[config.mk]
export PLATFORM = sky130hd
export DESIGN_NAME = cp0_intr_ctrl
export DESIGN_NICKNAME = d
export VERILOG_FILES = /design/src/rtl/cp0_intr_ctrl_pkg.sv /design/src/rtl/cp0_status_stack.sv /design/src/rtl/cp0_intr_ctrl.sv
export SDC_FILE = /design/constraint.sdc
export NUM_CORES = 1
export LEC_CHECK = 0
export ABC_AREA = 1
export ABC_CLOCK_PERIOD_IN_PS = 2800
export CELL_PAD_IN_SITES_DETAIL_PLACEMENT = 1
export CELL_PAD_IN_SITES_GLOBAL_PLACEMENT = 1
export CORE_ASPECT_RATIO = 1.1
export CORE_MARGIN = 3
export CORE_UTILIZATION = 34
export DETAILED_ROUTE_END_ITERATION = 8
export GPL_TIMING_DRIVEN = 0
export PLACE_DENSITY = 0.9
export SLEW_MARGIN = 25
export SYNTH_ARGS = -nofsm -noshare
export SYNTH_HDL_FRONTEND = slang
export SYNTH_SLANG_ARGS = --single-unit
[constraint.sdc]
create_clock -name clk -period 2.8 [get_ports clk]
set_clock_uncertainty 0.15 [all_clocks]
set_input_delay 0.56 -clock clk [delete_from_list [all_inputs] [get_ports clk]]
set_output_delay 0.56 -clock clk [all_outputs]
set_load 0.01 [all_outputs]
[src/rtl/cp0_intr_ctrl_pkg.sv]
// CP0 register addresses, exception codes and STATUS/CAUSE field positions,
// shared by the interrupt controller and anything that decodes CP0 state.
package cp0_intr_ctrl_pkg;

    localparam logic [4:0] C0_STATUS = 5'd12;
    localparam logic [4:0] C0_CAUSE  = 5'd13;
    localparam logic [4:0] C0_EPC    = 5'd14;

    typedef enum logic [3:0] {
        EXC_INT    = 4'd0,
        EXC_SYS    = 4'd1,
        EXC_UNIMPL = 4'd2,
        EXC_OVR    = 4'd3
    } exc_code_e;

    localparam int ST_IE      = 0;
    localparam int ST_SYS_EN  = 1;
    localparam int ST_UNI_EN  = 2;
    localparam int ST_OVR_EN  = 3;
    localparam int ST_IM_LSB  = 8;

    localparam int CA_CODE_LSB = 2;
    localparam int CA_IP_LSB   = 8;
    localparam int CA_ID_LSB   = 16;
    localparam int CA_UNF      = 30;
    localparam int CA_OVF      = 31;

    localparam logic [31:0] IRQ_VEC_OFS = 32'h20;

    // Interrupt handlers sit 8 bytes apart above the sync-exception entry.
    function automatic logic [31:0] irq_vector(input logic [31:0] base, input logic [2:0] id);
        return base + IRQ_VEC_OFS + {26'd0, id, 3'd0};
    endfunction

endpackage

[src/rtl/cp0_status_stack.sv]
// STATUS save stack for nested handlers; a push onto a full stack discards
// the oldest entry so the most recent contexts are always preserved.
module cp0_status_stack #(
    parameter int DEPTH = 2,
    parameter int WIDTH = 32
) (
    input  logic             clk,
    input  logic             rst,
    input  logic             push,
    input  logic             pop,
    input  logic [WIDTH-1:0] din,
    output logic [WIDTH-1:0] top,
    output logic             full,
    output logic             empty
);

    localparam int CW = $clog2(DEPTH + 1);

    logic [WIDTH-1:0] mem_q [DEPTH];
    logic [WIDTH-1:0] mem_d [DEPTH];
    logic [CW-1:0]    cnt_q, cnt_d;

    assign top   = mem_q[0];
    assign full  = (cnt_q == CW'(DEPTH));
    assign empty = (cnt_q == '0);

    // Entry 0 is the top; entries shift down on push and up on pop.
    always_comb begin
        // NOTE: every output gets a default first so no path leaves it unassigned (no latch).
        mem_d = mem_q;
        cnt_d = cnt_q;
        if (push) begin
            for (int i = DEPTH - 1; i > 0; i--) mem_d[i] = mem_q[i-1];
            mem_d[0] = din;
            if (!full) cnt_d = cnt_q + 1'b1;
        end else if (pop && !empty) begin
            for (int i = 0; i < DEPTH - 1; i++) mem_d[i] = mem_q[i+1];
            cnt_d = cnt_q - 1'b1;
        end
    end

    // NOTE: non-blocking assignments so every flop samples pre-edge values.
    always_ff @(posedge clk) begin
        if (rst) cnt_q <= '0;
        else     cnt_q <= cnt_d;
    end

    // NOTE: storage is deliberately not reset; the count alone defines validity.
    always_ff @(posedge clk) begin
        mem_q <= mem_d;
    end

endmodule

[src/rtl/cp0_intr_ctrl.sv]
// Coprocessor-0 exception/interrupt controller: STATUS/CAUSE/EPC, maskable
// level/edge IRQ lines, fixed-priority selection and vectored entry.
module cp0_intr_ctrl
    import cp0_intr_ctrl_pkg::*;
#(
    parameter int                 NUM_IRQ   = 4,
    parameter logic [NUM_IRQ-1:0] EDGE_MASK = '0,
    parameter int                 STK_DEPTH = 2,
    parameter logic [31:0]        VEC_BASE  = 32'h0000_0008
) (
    input  logic               clk,
    input  logic               rst,
    input  logic [NUM_IRQ-1:0] irq,
    input  logic               i_syscall,
    input  logic               i_unimpl,
    input  logic               ovr,
    input  logic [31:0]        inst_pc,
    input  logic [31:0]        next_pc,
    input  logic               c0_we,
    input  logic               eret,
    input  logic [4:0]         c0_addr,
    input  logic [31:0]        c0_wdata,
    output logic [31:0]        c0_rdata,
    output logic               exc,
    output logic               inta,
    output logic [31:0]        exc_vec,
    output logic [31:0]        epc
);

    localparam logic [31:0] STATUS_MASK =
        32'h0000_000F | (((32'd1 << NUM_IRQ) - 32'd1) << ST_IM_LSB);

    logic [31:0]        status_q, status_d;
    logic [31:0]        epc_q, epc_d;
    exc_code_e          code_q, code_d;
    logic [2:0]         id_q, id_d;
    logic               ovf_q, ovf_d, unf_q, unf_d;
    logic [NUM_IRQ-1:0] pend_q, pend_d, irq_q;

    logic [NUM_IRQ-1:0] ip, irq_hit, irq_clr;
    logic [2:0]         irq_sel;
    logic               sync_exc, int_req;
    exc_code_e          sync_code;
    logic [31:0]        cause_rd;
    logic               stk_push, stk_pop, stk_full, stk_empty;
    logic [31:0]        stk_top;

    cp0_status_stack #(.DEPTH(STK_DEPTH), .WIDTH(32)) u_stack (
        .clk   (clk),
        .rst   (rst),
        .push  (stk_push),
        .pop   (stk_pop),
        .din   (status_q),
        .top   (stk_top),
        .full  (stk_full),
        .empty (stk_empty)
    );

    // Zero-latency decision: everything below is combinational on current state.
    always_comb begin
        ip      = (irq & ~EDGE_MASK) | (pend_q & EDGE_MASK);
        irq_hit = ip & status_q[ST_IM_LSB +: NUM_IRQ];
        irq_sel = '0;
        for (int i = NUM_IRQ - 1; i >= 0; i--) begin
            if (irq_hit[i]) irq_sel = 3'(i);
        end
        sync_exc = (status_q[ST_SYS_EN] & i_syscall) | (status_q[ST_UNI_EN] & i_unimpl)
                 | (status_q[ST_OVR_EN] & ovr);
        // An interrupt waits out an mtc0/eret so the new STATUS takes effect first.
        int_req  = status_q[ST_IE] & (|irq_hit) & ~c0_we & ~eret;
        exc      = sync_exc | int_req;
        inta     = int_req & ~sync_exc;
        if (status_q[ST_OVR_EN] && ovr)         sync_code = EXC_OVR;
        else if (status_q[ST_UNI_EN] && i_unimpl) sync_code = EXC_UNIMPL;
        else                                    sync_code = EXC_SYS;
        exc_vec  = sync_exc ? VEC_BASE : irq_vector(VEC_BASE, irq_sel);
    end

    always_comb begin
        cause_rd                          = '0;
        cause_rd[CA_CODE_LSB +: 4]        = code_q;
        cause_rd[CA_IP_LSB +: NUM_IRQ]    = ip;
        cause_rd[CA_ID_LSB +: 3]          = id_q;
        cause_rd[CA_UNF]                  = unf_q;
        cause_rd[CA_OVF]                  = ovf_q;
        case (c0_addr)
            C0_STATUS: c0_rdata = status_q;
            C0_CAUSE:  c0_rdata = cause_rd;
            C0_EPC:    c0_rdata = epc_q;
            default:   c0_rdata = '0;
        endcase
    end

    assign epc = epc_q;

    always_comb begin
        status_d = status_q;
        epc_d    = epc_q;
        code_d   = code_q;
        id_d     = id_q;
        ovf_d    = ovf_q;
        unf_d    = unf_q;
        stk_push = 1'b0;
        stk_pop  = 1'b0;

        irq_clr = '0;
        for (int i = 0; i < NUM_IRQ; i++) begin
            if (inta && irq_sel == 3'(i)) irq_clr[i] = 1'b1;
        end
        if (c0_we && !sync_exc && c0_addr == C0_CAUSE) irq_clr |= c0_wdata[CA_IP_LSB +: NUM_IRQ];
        // A fresh edge outranks any same-cycle clear.
        pend_d = ((pend_q & ~irq_clr) | (irq & ~irq_q)) & EDGE_MASK;

        if (exc) begin
            stk_push      = 1'b1;
            status_d[3:0] = '0;
            ovf_d         = ovf_q | stk_full;
            if (sync_exc) begin
                code_d = sync_code;
                epc_d  = inst_pc;
            end else begin
                code_d = EXC_INT;
                id_d   = irq_sel;
                epc_d  = next_pc;
            end
        end else if (eret) begin
            stk_pop  = 1'b1;
            status_d = stk_empty ? '0 : stk_top;
            unf_d    = unf_q | stk_empty;
        end else if (c0_we) begin
            case (c0_addr)
                C0_STATUS: status_d = c0_wdata & STATUS_MASK;
                C0_CAUSE: begin
                    ovf_d = ovf_q & c0_wdata[CA_OVF];
                    unf_d = unf_q & c0_wdata[CA_UNF];
                end
                C0_EPC:    epc_d = c0_wdata;
                default: ;
            endcase
        end
    end

    always_ff @(posedge clk) begin
        if (rst) begin
            status_q <= '0;
            epc_q    <= '0;
            code_q   <= EXC_INT;
            id_q     <= '0;
            ovf_q    <= 1'b0;
            unf_q    <= 1'b0;
            pend_q   <= '0;
        end else begin
            status_q <= status_d;
            epc_q    <= epc_d;
            code_q   <= code_d;
            id_q     <= id_d;
            ovf_q    <= ovf_d;
            unf_q    <= unf_d;
            pend_q   <= pend_d;
        end
        // Tracking irq through reset means a line held high never looks like a new edge.
        irq_q <= irq;
    end

endmodule

==> run summary <==
result of the run: finished with violations
violated checks: setup timing
nature of the critical path startpoint: input port
first drt pass iteration count: 5
initial antenna violation count: 1
remaining number of nets flagged by the antenna check after routing: 0
y dimension of the die: 153 µm
endpoints failing hold: 0
initial core utilization: 35.0%
final worst-path cycle share: 101%
last weighted congestion value of the routability-driven placer: 0.854
register clock-pin slew on the reported worst setup and hold paths: 70 ps
clock buffer count from CTS: 17
Post-Route Hold Slack: 312 ps
top-count cell post-synth: nand2_1
number of hold buffers added after cts: 0
worst reg2reg startpoint: status_q[10]$_SDFFE_PP0P_
fraction of synthesized area in multiplexers: 0%
area share of and/or/nand/nor cells after synthesis: 23.7%
maximum frequency from static timing analysis: 355 MHz
clock tree from TritonCTS: yes
type of the tightest min-delay check: reg2reg
Slew @ Worst Pin: 722 ps
count of mapped cells out of synthesis: 820
Max Buffers Root-to-Sink: 2
most frequently used flop master after synthesis: dfxtp_1
Post-Synth Adder-Cell Area: 0.186%
horizontal die dimension: 140 µm
number of global-route vias before repair: 7,730
critical path data required time: 2090 ps
total via count after detailed routing: 7,389
clock period minus worst slack: 2810 ps
setup violation total in the final timing report: 1
Compound-Gate Fraction of Synth Area: 14.8%
final cell area excluding filler cells: 9890 µm²
number of fill cells in the layout: 2,272
share of final-layout standard cells stronger than drive strength 1: 17.9%
wire length of the first global-routing pass: 46,100 µm
gr usage total: 27.9%
xor and xnor fraction of the mapped netlist area: 0%
combinational family with the most area after synthesis: simple AND/OR/NAND/NOR gates
area of the die: 21,500 µm²
worst-path maximum fanout: 4
average wire per cell in the routed design: 23.5 µm
Maximum Capacitance Violations: 0
IO Port Bufs: 180
async set-or-reset flop fraction in the synthesized netlist: 0%
library cell occupying the most area in the post-synthesis netlist: edfxtp_1
largest voltage drop on the vdd net: 0.490 mV
# IOs: 210
placed instance area: 8940 µm²
NumNets Final: 1,181
maximum number of pins on one net before global-route repair: 33
total of warnings raised by yosys: 0
placed wire-length estimate: 19,800 µm
final-layout setup total negative slack: -14.1 ps
number of synthesized flops with an enable pin: 64
launch instance of the worst min-delay path: u_stack.top[0]$_DFFE_PP_
endpoint type of the worst setup path: primary output
final setup slack of the worst path: -14.1 ps
critical path class: in2out
final WL: 31,200 µm
Post-synth top cells: nand2_1, a21oi_1, dfxtp_1
number of vias per cell: 5.56
power per unit of standard cell area: 598 nW/µm²
top area cells in the synthesized netlist: edfxtp_1, dfxtp_1, nand2_1
flops & latches, synth: 136
leftover overflow at the end of global routing: 0
clk_lat worst skew: 430 ps
CTS root buffer: clkbuf_16
number of max-slew violations in the final report: 0
worst relative slew slack: 51.9%
per-instance average area after synthesis: 8.20 µm²
proportion of synthesized chip area in sequential cells: 50.0%
area share of the largest cell type after synthesis: 28.6%
summed instance area of the synthesized netlist: 6720 µm²
Final Core Density: 51.4%
WP data arrival: 2100 ps
Sinks on Clock Net: 136
layout overhead on the synthesized area: 47.1%
crit path launch: eret
number of H-tree levels: 4
core area: 19,200 µm²
static leakage: 3.89 nW
number of design-rule violations left by the first detailed-router iteration: 768
number of design rule violations left after detail routing: 0
number of different library cells in the post-synthesis netlist: 37
standard-cell row count: 53
==> power breakdown <==
| group | switching [mW] | leakage (nW) | total, mW | internal (mW) |
|---|---|---|---|---|
| Sequential | 0.109 | 1.18 | 2.39 | 2.28 |
| Combinational | 0.702 | 2.42 | 1.19 | 0.492 |
| Clock | 1.04 | 0.286 | 2.33 | 1.29 |
==> layout make-up <==
type / count / area (µm²) / area share (%)
Buffer: 77 / 552 / 5.58
Timing Repair inverter: 1 / 7.51 / 0.0759
Tap cell: 247 / 309 / 3.12
Clock buffer: 18 / 439 / 4.44
Sequential cell: 136 / 3360 / 34.0
Clock inverter: 14 / 151 / 1.53
Antenna cell: 1 / 2.50 / 0.0253
Multi-Input combinational cell: 564 / 2840 / 28.7
Inverter: 68 / 269 / 2.72
Timing Repair Buffer: 203 / 1960 / 19.8
==> through the flow <==
stage | total power [mW] | setup WS (ps) | std cells
floorplan | 2.95 | 278 | 847
global placement | 3.43 | -929 | 1274
detailed placement | 3.47 | -845 | 1274
CTS | 5.82 | -2.93 | 1327
global route | 6.08 | -39.1 | 1329
finish | 5.91 | -14.1 | 1329
==> what timing repair did <==
action,CTS,global route
gates resized for setup,165,24
hold endpoints to repair,0,0
endpoints found under the setup margin,70,28
setup buffers,20,1
pin swaps,15,6
cloned,3,0
==> path summary, 6_finish.rpt <==
kind              slack (ps)  depth (start not counted)                         end
setup / recovery         -10                          6                        inta
hold / removal           310                          0  u_stack.mem_q[0]$_DFFE_PP_
setup reg to reg         340                          9    u_stack.top[5]$_DFFE_PP_
hold reg to reg          310                          0  u_stack.mem_q[0]$_DFFE_PP_
==> logic make-up after synthesis <==
group / count (synthesis)
buf+inv: 147
fa+ha+maj: 1
flops: 136
other cells: 1
compound gates: 177
simple gates: 358
==> cells in the final DEF, fill, tap and decap left out, drive strengths merged, types with 3 or more instances in the layout <==
cell type	n
nand2	251
clkdlybuf4s50	133
buf	95
a21oi	86
inv	73
dfxtp	72
edfxtp	64
nand3	63
o21ai	63
clkbuf	39
conb	28
nand4	27
dlygate4sd2	15
nor2	14
o22ai	13
clkdlybuf4s15	12
o211ai	10
clkinv	5
clkinvlp	4
o221ai	3
==> worst max-delay path, stage by stage <==
cell             delay [ps]
clkdlybuf4s50_1         580
nor3_4                  240
o21ai_4                 110
or2_4                   270
inv_2                    80
clkdlybuf4s15_2         260
==> layer usage <==
metal / vias to the layer above / GRT usage, % / wire, µm
met5: - / 0 / 0
met4: 0 / 18.1 / 2350
met3: 165 / 7.38 / 2620
met2: 488 / 47.2 / 15000
met1: 3518 / 30.9 / 11300
li1: 3218 / - / -
==> registers in the layout (all words and copies together), names as in the netlist <==
signal / cells
u_stack.cnt_q: 2
ovf_q: 1
status_q: 32
unf_q: 1
code_q: 2
id_q: 2
u_stack.top: 32
epc: 32
u_stack.mem_q: 32
(Power assumes the default switching activity.)
